## config.mk

```make
export PLATFORM = sky130hd
export DESIGN_NAME = pipeline_hazard_controller
export DESIGN_NICKNAME = d
export VERILOG_FILES = /design/src/rtl/pipeline_hazard_controller.sv
export SDC_FILE = /design/constraint.sdc
export NUM_CORES = 1
export LEC_CHECK = 0
export CAP_MARGIN = 20
export CELL_PAD_IN_SITES_DETAIL_PLACEMENT = 1
export CELL_PAD_IN_SITES_GLOBAL_PLACEMENT = 2
export CORE_MARGIN = 2
export CORE_UTILIZATION = 18
export CTS_BUF_LIST = sky130_fd_sc_hd__clkbuf_4
export DETAILED_ROUTE_END_ITERATION = 6
export MAX_ROUTING_LAYER = met4
export PLACE_DENSITY = 0.9
export SLEW_MARGIN = 20
export SYNTH_ARGS = -nofsm -noshare
export SYNTH_HDL_FRONTEND = slang
export SYNTH_SLANG_ARGS = --single-unit
```

## constraint.sdc

```tcl
create_clock -name clk -period 2.3 [get_ports clk]
set_input_delay 0.345 -clock clk [delete_from_list [all_inputs] [get_ports clk]]
set_output_delay 0.345 -clock clk [all_outputs]
set_load 0.005 [all_outputs]
```

## src/rtl/pipeline_hazard_controller.sv

```systemverilog
// pipeline_hazard_controller: stall/flush sequencer for load-use, taken-branch and multi-cycle mul/div hazards
// Optional HAZARD_STALL_STATS_EN adds saturating StallCount/FlushCount outputs.
module pipeline_hazard_controller #(
    parameter int MD_LATENCY = 4,
    parameter int CNT_W      = 4
) (
    input  logic       clk,
    input  logic       rst_n,
    input  logic [4:0] IFID_Rs,
    input  logic [4:0] IFID_Rt,
    input  logic       IFID_UsesRt,
    input  logic [4:0] IDEX_Rt,
    input  logic       IDEX_MemRead,
    input  logic       IDEX_MulDivStart,
    input  logic       BranchTaken,
    output logic       PCWrite,
    output logic       IFIDWrite,
    output logic       IFID_Flush,
    output logic       IDEXWrite,
    output logic       IDEX_Bubble,
    output logic       EXMEM_Bubble,
    output logic       MulDivBusy,
    output logic       MulDivDone
`ifdef HAZARD_STALL_STATS_EN
    ,
    output logic [31:0] StallCount,
    output logic [31:0] FlushCount
`endif
);
    typedef enum logic {RUN, MD_BUSY} state_t;
    localparam logic [CNT_W-1:0] MD_INIT = CNT_W'((MD_LATENCY > 1) ? MD_LATENCY - 2 : 0);
    state_t state, state_nx;
    logic [CNT_W-1:0] cnt, cnt_nx;
    logic lu;
    assign lu = IDEX_MemRead && (IDEX_Rt != 5'd0) &&
                ((IDEX_Rt == IFID_Rs) || (IFID_UsesRt && (IDEX_Rt == IFID_Rt)));
    // State and countdown register
    always_ff @(posedge clk) begin
        if (!rst_n) begin
            state <= RUN;
            cnt   <= '0;
        end else begin
            state <= state_nx;
            cnt   <= cnt_nx;
        end
    end
    // Next state and pipeline controls; mul/div freeze holds IF/ID/EX while EX/MEM takes bubbles
    always_comb begin
        state_nx     = state;
        cnt_nx       = cnt;
        PCWrite      = 1'b1;
        IFIDWrite    = 1'b1;
        IDEXWrite    = 1'b1;
        IFID_Flush   = 1'b0;
        IDEX_Bubble  = 1'b0;
        EXMEM_Bubble = 1'b0;
        MulDivBusy   = 1'b0;
        MulDivDone   = 1'b0;
        if (!rst_n) begin
            state_nx = RUN;
            cnt_nx   = '0;
        end else if (state == RUN) begin
            if (BranchTaken) begin
                IFID_Flush  = 1'b1;
                IDEX_Bubble = 1'b1;
            end else if (IDEX_MulDivStart) begin
                if (MD_LATENCY == 1) begin
                    MulDivDone = 1'b1;
                end else begin
                    PCWrite      = 1'b0;
                    IFIDWrite    = 1'b0;
                    IDEXWrite    = 1'b0;
                    EXMEM_Bubble = 1'b1;
                    state_nx     = MD_BUSY;
                    cnt_nx       = MD_INIT;
                end
            end else if (lu) begin
                PCWrite     = 1'b0;
                IFIDWrite   = 1'b0;
                IDEX_Bubble = 1'b1;
            end
        end else begin
            MulDivBusy = 1'b1;
            if (cnt != '0) begin
                PCWrite      = 1'b0;
                IFIDWrite    = 1'b0;
                IDEXWrite    = 1'b0;
                EXMEM_Bubble = 1'b1;
                cnt_nx       = cnt - CNT_W'(1);
            end else begin
                MulDivDone = 1'b1;
                state_nx   = RUN;
            end
        end
    end
`ifdef HAZARD_STALL_STATS_EN
    // Saturating stall and flush event counters
    always_ff @(posedge clk) begin
        if (!rst_n) begin
            StallCount <= '0;
            FlushCount <= '0;
        end else begin
            if (!PCWrite && StallCount != 32'hFFFF_FFFF) StallCount <= StallCount + 32'd1;
            if (IFID_Flush && FlushCount != 32'hFFFF_FFFF) FlushCount <= FlushCount + 32'd1;
        end
    end
`endif
endmodule

```

[After elaboration in Yosys (flattened, before gate mapping)]
Index checks and enable logic that the tools add are counted.
W data, S select, Z words.
Word-level totals
  bits in registers: 5
  input bits: 21
  output and inout port bits: 8
  word-level logic and storage cells: 46
Cells by class
  $add $sub $neg: 1
  equal/unequal tests: 4
  mux-type cells: 31
  reductions and logical operators: 8
Operators by type and width (count)
  $mux W1: 27
  $mux W4: 4
  $eq A5 B5 Y1: 2
  $reduce_bool A5 Y1: 1
  $ne A2 B1 Y1 const B: 2
  $reduce_bool A4 Y1: 1
  $sub A4 B1 Y4 const B: 1
  $logic_and A1 B1 Y1: 3
  $reduce_and A3 Y1: 1
  $reduce_bool A2 Y1: 1
  $logic_or A1 B1 Y1: 1

[Longest topological paths before layout]
Gate-level depths: netlist (run 1).
  depth after elaboration: 9
  mapped depth: 7
  depth with buffers taken out: 6

[Worst setup path after synthesis (run 1)]
Ideal clock, no wire load.
  path type: reg2out
  from: reg cnt[0]
  to: out PCWrite
  arrival: 1.424 ns
  required time: 1.955 ns
  setup slack: 0.531 ns
  stages on the path, launching flop included: 8
  buffers on the path: 1
  cells stage by stage: dfxtp_1 > inv_1 > ha_1 > and4bb_2 > a21oi_1 > nand2_1 > o32a_1 > buf_4
Between the ends
  cells in the longest elaborated chain, start to end: 4
RTL lines
  start, declared: RTL line 33  | logic [CNT_W-1:0] cnt, cnt_nx;
  start signal, assigned: RTL line 44  | cnt <= cnt_nx;
  $reduce_bool A4 Y1: RTL line 84  | if (cnt != '0) begin
  $mux W1 (3 in a row)
  end, declared: RTL line 16  | output logic PCWrite,
No other way between the ends.

[Worst setup path in the final report (run 1)]
  from: in IFID_Rt[1]
  to: out IDEX_Bubble
Between the ends
  cells in the longest elaborated chain, start to end: 9
RTL lines
  start, declared: RTL line 10  | input logic [4:0] IFID_Rt,
  $eq A5 B5 Y1: RTL line 36  | ((IDEX_Rt == IFID_Rs) || (IFID_UsesRt && (IDEX_Rt == IFID_Rt)));
  $logic_and A1 B1 Y1: RTL line 36
  $logic_or A1 B1 Y1: RTL line 36
  $logic_and A1 B1 Y1: RTL line 35  | assign lu = IDEX_MemRead && (IDEX_Rt != 5'd0) &&
  $mux W1: RTL line 77  | end else if (lu) begin
  $mux W1: RTL line 66  | end else if (IDEX_MulDivStart) begin
  $mux W1: RTL line 63  | if (BranchTaken) begin
  $mux W1: RTL line 62  | end else if (state == RUN) begin
  $mux W1: RTL line 59  | if (!rst_n) begin
  end, declared: RTL line 20  | output logic IDEX_Bubble,
No other way between the ends.

==> results of run 1 <==
-- worst paths after layout --
path / from / endpoint / slack (ns)
hold / removal: cnt[3] / cnt[3] / 0.49
setup / recovery: IFID_Rt[1] / IDEX_Bubble / 0.14
hold reg to reg: cnt[3] / cnt[3] / 0.49
setup reg to reg: cnt[0] / cnt[2] / 0.64
-- per-layer routing --
| layer | vias to the layer above | track usage | routed length (um) |
|---|---|---|---|
| met5 | - | - | 0 |
| li1 | 268 | - | - |
| met2 | 20 | 0.187 | 651 |
| met4 | 0 | 0.0385 | 0 |
| met1 | 240 | 0.116 | 519 |
| met3 | 0 | 0.0282 | 87 |
-- registers in the layout, summed over array words and instances (netlist names) --
name / flops
cnt: 4
state: 1
-- cell families after synthesis --
| family | after synthesis | synth area share |
|---|---|---|
| simple gates | 20 | 0.266 |
| compound gates | 11 | 0.166 |
| xor+xnor | 10 | 0.200 |
| buf+inv | 6 | 0.0600 |
| flops | 5 | 0.229 |
| fa+ha+maj | 2 | 0.0571 |
| mux | 1 | 0.0229 |
-- what timing repair did --
item | CTS | global route
setup buffers | 2 | 0
hold buffers | 0 | 0
pin swaps | 6 | 4
setup endpoints to repair | 5 | 3
gates resized for setup | 12 | 9
-- metrics by stage --
stage	hold slack, ns	worst slack (ns)	std cells	area (sq um)	setup TNS (ns)
floorplan	0.458	0.531	55	438	0
global placement	0.486	-0.291	115	783	-0.841
detailed placement	0.493	-0.310	115	783	-0.884
CTS	0.496	0.00530	121	820	0
global route	0.537	0.00172	121	821	0
finish	0.493	0.139	121	821	0
-- power by group through the flow --
stage / Clock, W / Sequential, W / Combinational (W)
2_1_floorplan: 0 / 0.000101 / 0.0000611
3_3_place_gp: 0 / 0.000102 / 0.000136
3_5_place_dp: 0 / 0.000103 / 0.000139
4_1_cts: 0.000114 / 0.000101 / 0.000139
5_1_grt: 0.000122 / 0.000103 / 0.000150
6_report: 0.000109 / 0.000102 / 0.000135
-- cell usage after synthesis (all sizes together) --
cell type | instances | share of area
o32a | 1 | 0.023
o21bai | 1 | 0.017
a221oi | 1 | 0.020
o21ai | 3 | 0.034
and4bb | 1 | 0.029
a32oi | 1 | 0.020
mux2i | 1 | 0.023
nand3b | 1 | 0.017
buf | 1 | 0.017
inv | 5 | 0.043
a21oi | 3 | 0.034
dfxtp | 5 | 0.23
a21o | 1 | 0.017
xor2 | 9 | 0.18
nor4 | 2 | 0.043
ha | 2 | 0.057
nor3 | 2 | 0.023
and3 | 1 | 0.014
or4 | 2 | 0.034
nand2 | 2 | 0.017
xnor2 | 1 | 0.020
nand2b | 1 | 0.014
and2 | 1 | 0.014
nor2 | 7 | 0.060
-- area by class of cell --
type / count / area share
Clock buffer: 4 / 0.0366
Tap cell: 28 / 0.0427
Sequential cell: 5 / 0.125
Multi-Input combinational cell: 44 / 0.383
Inverter: 5 / 0.0229
Timing Repair Buffer: 35 / 0.390
-- tightest hold or removal path, stage by stage (launching register included) --
cell     delay (ns)
dfxtp_1        0.31
o21ai_0        0.07
a21oi_1        0.06
==> results.cfg, run 1 <==
[route]
viasPerCell = 4.36
postRouteAntennaNets = 0
firstDrtPassIters = 2
postRouteWirelength_mm = 1.26
post_drt_wl_per_cell_um = 10.4
route.detailed.drc = 0
drtIter0Drc = 2
via_count = 528

[floorplan]
die_x_um = 53.3
row_count = 17
die_y_um = 53.3
coreArea_sq_mm = 0.00225
start_util = 0.194
pin_count = 29
die_area_sq_mm = 0.00284

[logic_synthesis]
synth.distinct_cells = 26
synth_seq_cells = 5
ys_seq_area_frac = 0.229
synth_warnings = 0
syn_area_sq_um = 438
synth_area_per_cell_sq_um = 7.96
synth_cells = 55
synthesis.nets = 78

[timing]
hold_violations = 0
setup_viol = 0
rsz0062_at_grt = false
relSlewSlack = 0.802
finalClockSkew_ns = 0.00184
worstMarginPinSlew_ns = 0.297
fin_crit_ns = 2.16
fmax_ghz = 0.463
post-route-period-util = 0.940
slew_viol_final = 0

[clock_network]
cts_tree = built
cts_buffers = 3
cts_htree_levels = 1
cts_sinks = 5
root_buffer = clkbuf_4
clk_latency_ns = 0.24
clkSlewWorstSetupHoldPaths_ns = 0.04
clock_path_buffers = 2

[pwr]
p_sw_w = 0.0000937
seqPwrFrac = 0.295
clockPowerShare = 0.316
p_total_w = 0.000346
peakVddDrop_v = 0.000187
switching_share = 0.271
p_int_w = 0.000253
p_per_area_mw_per_mm2 = 422
combPwrFrac = 0.389
leakage_nw = 0.362

[hold_path]
min_path_type = reg -> reg
min_path_cells = 2

[final_layout]
layout_commonest_cell = clkdlybuf4s50_1
area_growth_pct = 87.4
multiInputGateArea_sq_um = 314
fillers = 284
final_core_util = 0.364
drive_above_1_share = 0.215
seqCellArea_sq_um = 103
final_cell_mix = clkdlybuf4s50_1, xor2_1, buf_4, nor2_1
nNetsFinal = 117
antenna_cells = 0

[setup_path]
crit_arrival_ns = 1.82
crit_family = buffers and inverters
cp_data_required_time_ns = 1.96
startpoint_type = input pin
crit_type = in -> out
cp_slowest_cell = clkdlybuf4s50_1
cp.depth = 8
path_buf_inv = 4
worstPathMaxFanout = 2
setup.worst_path.end_class = output pin
crit_path_max_incr_delay_ns = 0.41
reg2reg_depth = 8
cp_common_cell = buf_4
cp_cell_sequence = clkdlybuf4s50_1 -> xor2_1 -> nor4_2 -> a32oi_1 -> buf_4 -> buf_4 -> o21bai_1 -> buf_2

[global_routing]
grt-ovfl-total = 0
grt_util_all_layers = 0.107
antenna_found_initial = 0
grt_pass1_wl_mm = 2.19
grt_max_degree = 8
grt_pass1_vias = 549

[job]
drv_cap = 0

[placed_design]
port_buffers = 28
post-dp-hpwl_mm = 1.13
place_congestion = 0.764

[outcome]
status = completed
No activity file was read; power rests on OpenSTA's default activity.
==> run 2: changes to the inputs <==
Settings changed: SKIP_CTS_REPAIR_TIMING from default to 1.
==> run 2 against run 1 <==
Clock-buffer cell count did not move. Largest power group unchanged. Hold slack gained 0.0015 ns. Cell count is the same. Via count is 1.3% higher. Non-clock buffer count is the same. Sequential share of layout area is 0.68 points lower. Critical endpoint unchanged.
==> results.cfg, run 2 (same netlist as run 1, synthesis figures left out) <==
[setup_path]
crit_type = in -> out
setup.worst_path.end_class = output pin
crit_arrival_ns = 1.84
startpoint_type = input pin
cp_data_required_time_ns = 1.96
worstPathMaxFanout = 2

[clock_network]
cts_tree = built
cts_buffers = 3
root_buffer = clkbuf_4
clk_latency_ns = 0.23
clkSlewWorstSetupHoldPaths_ns = 0.04
clock_path_buffers = 2
cts_sinks = 5
cts_htree_levels = 1

[route]
viasPerCell = 4.42
firstDrtPassIters = 3
drtIter0Drc = 3
post_drt_wl_per_cell_um = 11.1
postRouteWirelength_mm = 1.34
via_count = 535
postRouteAntennaNets = 0
route.detailed.drc = 0

[floorplan]
die_area_sq_mm = 0.00284
coreArea_sq_mm = 0.00225
die_x_um = 53.3
pin_count = 29
die_y_um = 53.3
start_util = 0.194
row_count = 17

[timing]
finalClockSkew_ns = 0.000515
slew_viol_final = 0
fin_crit_ns = 2.19
setup_viol = 0
fin_ws_ns = 0.114
hold_violations = 0
fmax_ghz = 0.457
worstMarginPinSlew_ns = 0.306
relSlewSlack = 0.795
post-route-period-util = 0.951
hold_slack_ns = 0.494
rsz0062_at_grt = false

[pwr]
peakVddDrop_v = 0.000179
p_per_area_mw_per_mm2 = 410
leakage_nw = 0.403
p_total_w = 0.000356

[placed_design]
port_buffers = 28
place_inst = 115
post-dp-hpwl_mm = 1.13
post_dp_cell_area_sq_um = 783
place_congestion = 0.764
pre_cts_ws_ns = -0.310

[global_routing]
grt_pass1_wl_mm = 2.09
grt_util_all_layers = 0.104
grt_max_degree = 8
grt-ovfl-total = 0
antenna_found_initial = 0
grt_pass1_vias = 534

[outcome]
status = completed

[hold_path]
min_path_type = reg -> reg

[final_layout]
antenna_cells = 0
largest_reg_flops = 4
final_cell_mix = clkdlybuf4s50_1, xor2_1, dlymetal6s2s_1, buf_4, nor2_1
nNetsFinal = 117
layout_commonest_cell = clkdlybuf4s50_1
reg.largest.list = cnt (4), state (1)
area_growth_pct = 98.3
fin_cells = 121
fin_area_sq_um = 868
top_register = cnt
drive_above_1_share = 0.226
fillers = 279

[job]
drv_cap = 0
[run 2: cell count changes in the layout (fill, tap and decap cells not counted), sizes merged]
cell / delta
clkdlybuf4s50: +1
dlymetal6s2s: +5
clkbuf: -2
dlygate4sd2: -4
[run 2: worst paths after layout]
kind	from	to	slack (ns)	cells past startpoint
max	IFID_Rt[1]	IDEX_Bubble	0.11	8
min	cnt[3]	cnt[3]	0.49	2
max reg2reg	cnt[0]	cnt[2]	0.72	7
min reg2reg	cnt[3]	cnt[3]	0.49	2
[run 2: layer usage]
metal	wire, um	share of wire	vias to the layer above	GRT usage
met5	0	0	-	-
met4	0	0	0	0.0385
met2	718	0.54	20	0.185
met3	83	0.062	0	0.0282
met1	536	0.40	246	0.107
li1	-	-	269	-
[run 2: layout make-up]
| cell class | instances | area, sq um | area share |
|---|---|---|---|
| Clock buffer | 4 | 30.0 | 0.0346 |
| Inverter | 5 | 18.8 | 0.0216 |
| Multi-Input combinational cell | 44 | 334 | 0.385 |
| Sequential cell | 5 | 103 | 0.118 |
| Tap cell | 28 | 35.0 | 0.0403 |
| Timing Repair Buffer | 35 | 348 | 0.401 |
[run 2: critical path, stage by stage]
cell and delay [ns]:
clkdlybuf4s50_1 0.41, xor2_1 0.15, nor4_2 0.28, a32oi_2 0.15
buf_4 0.15, buf_4 0.12, o21bai_1 0.10, buf_2 0.12
[run 2: where the power goes]
part	leakage, nW	switching (W)	internal [W]
registers	0.0418	0.00000628	0.0000959
logic	0.342	0.0000592	0.0000846
clock network	0.0184	0.0000325	0.0000771
[run 2: stage by stage]
step	setup TNS, ns	util
floorplan	0	-
global placement	-0.841	0.347
detailed placement	-0.884	0.347
CTS	-1.10	0.361
global route	0	0.385
finish	0	0.385
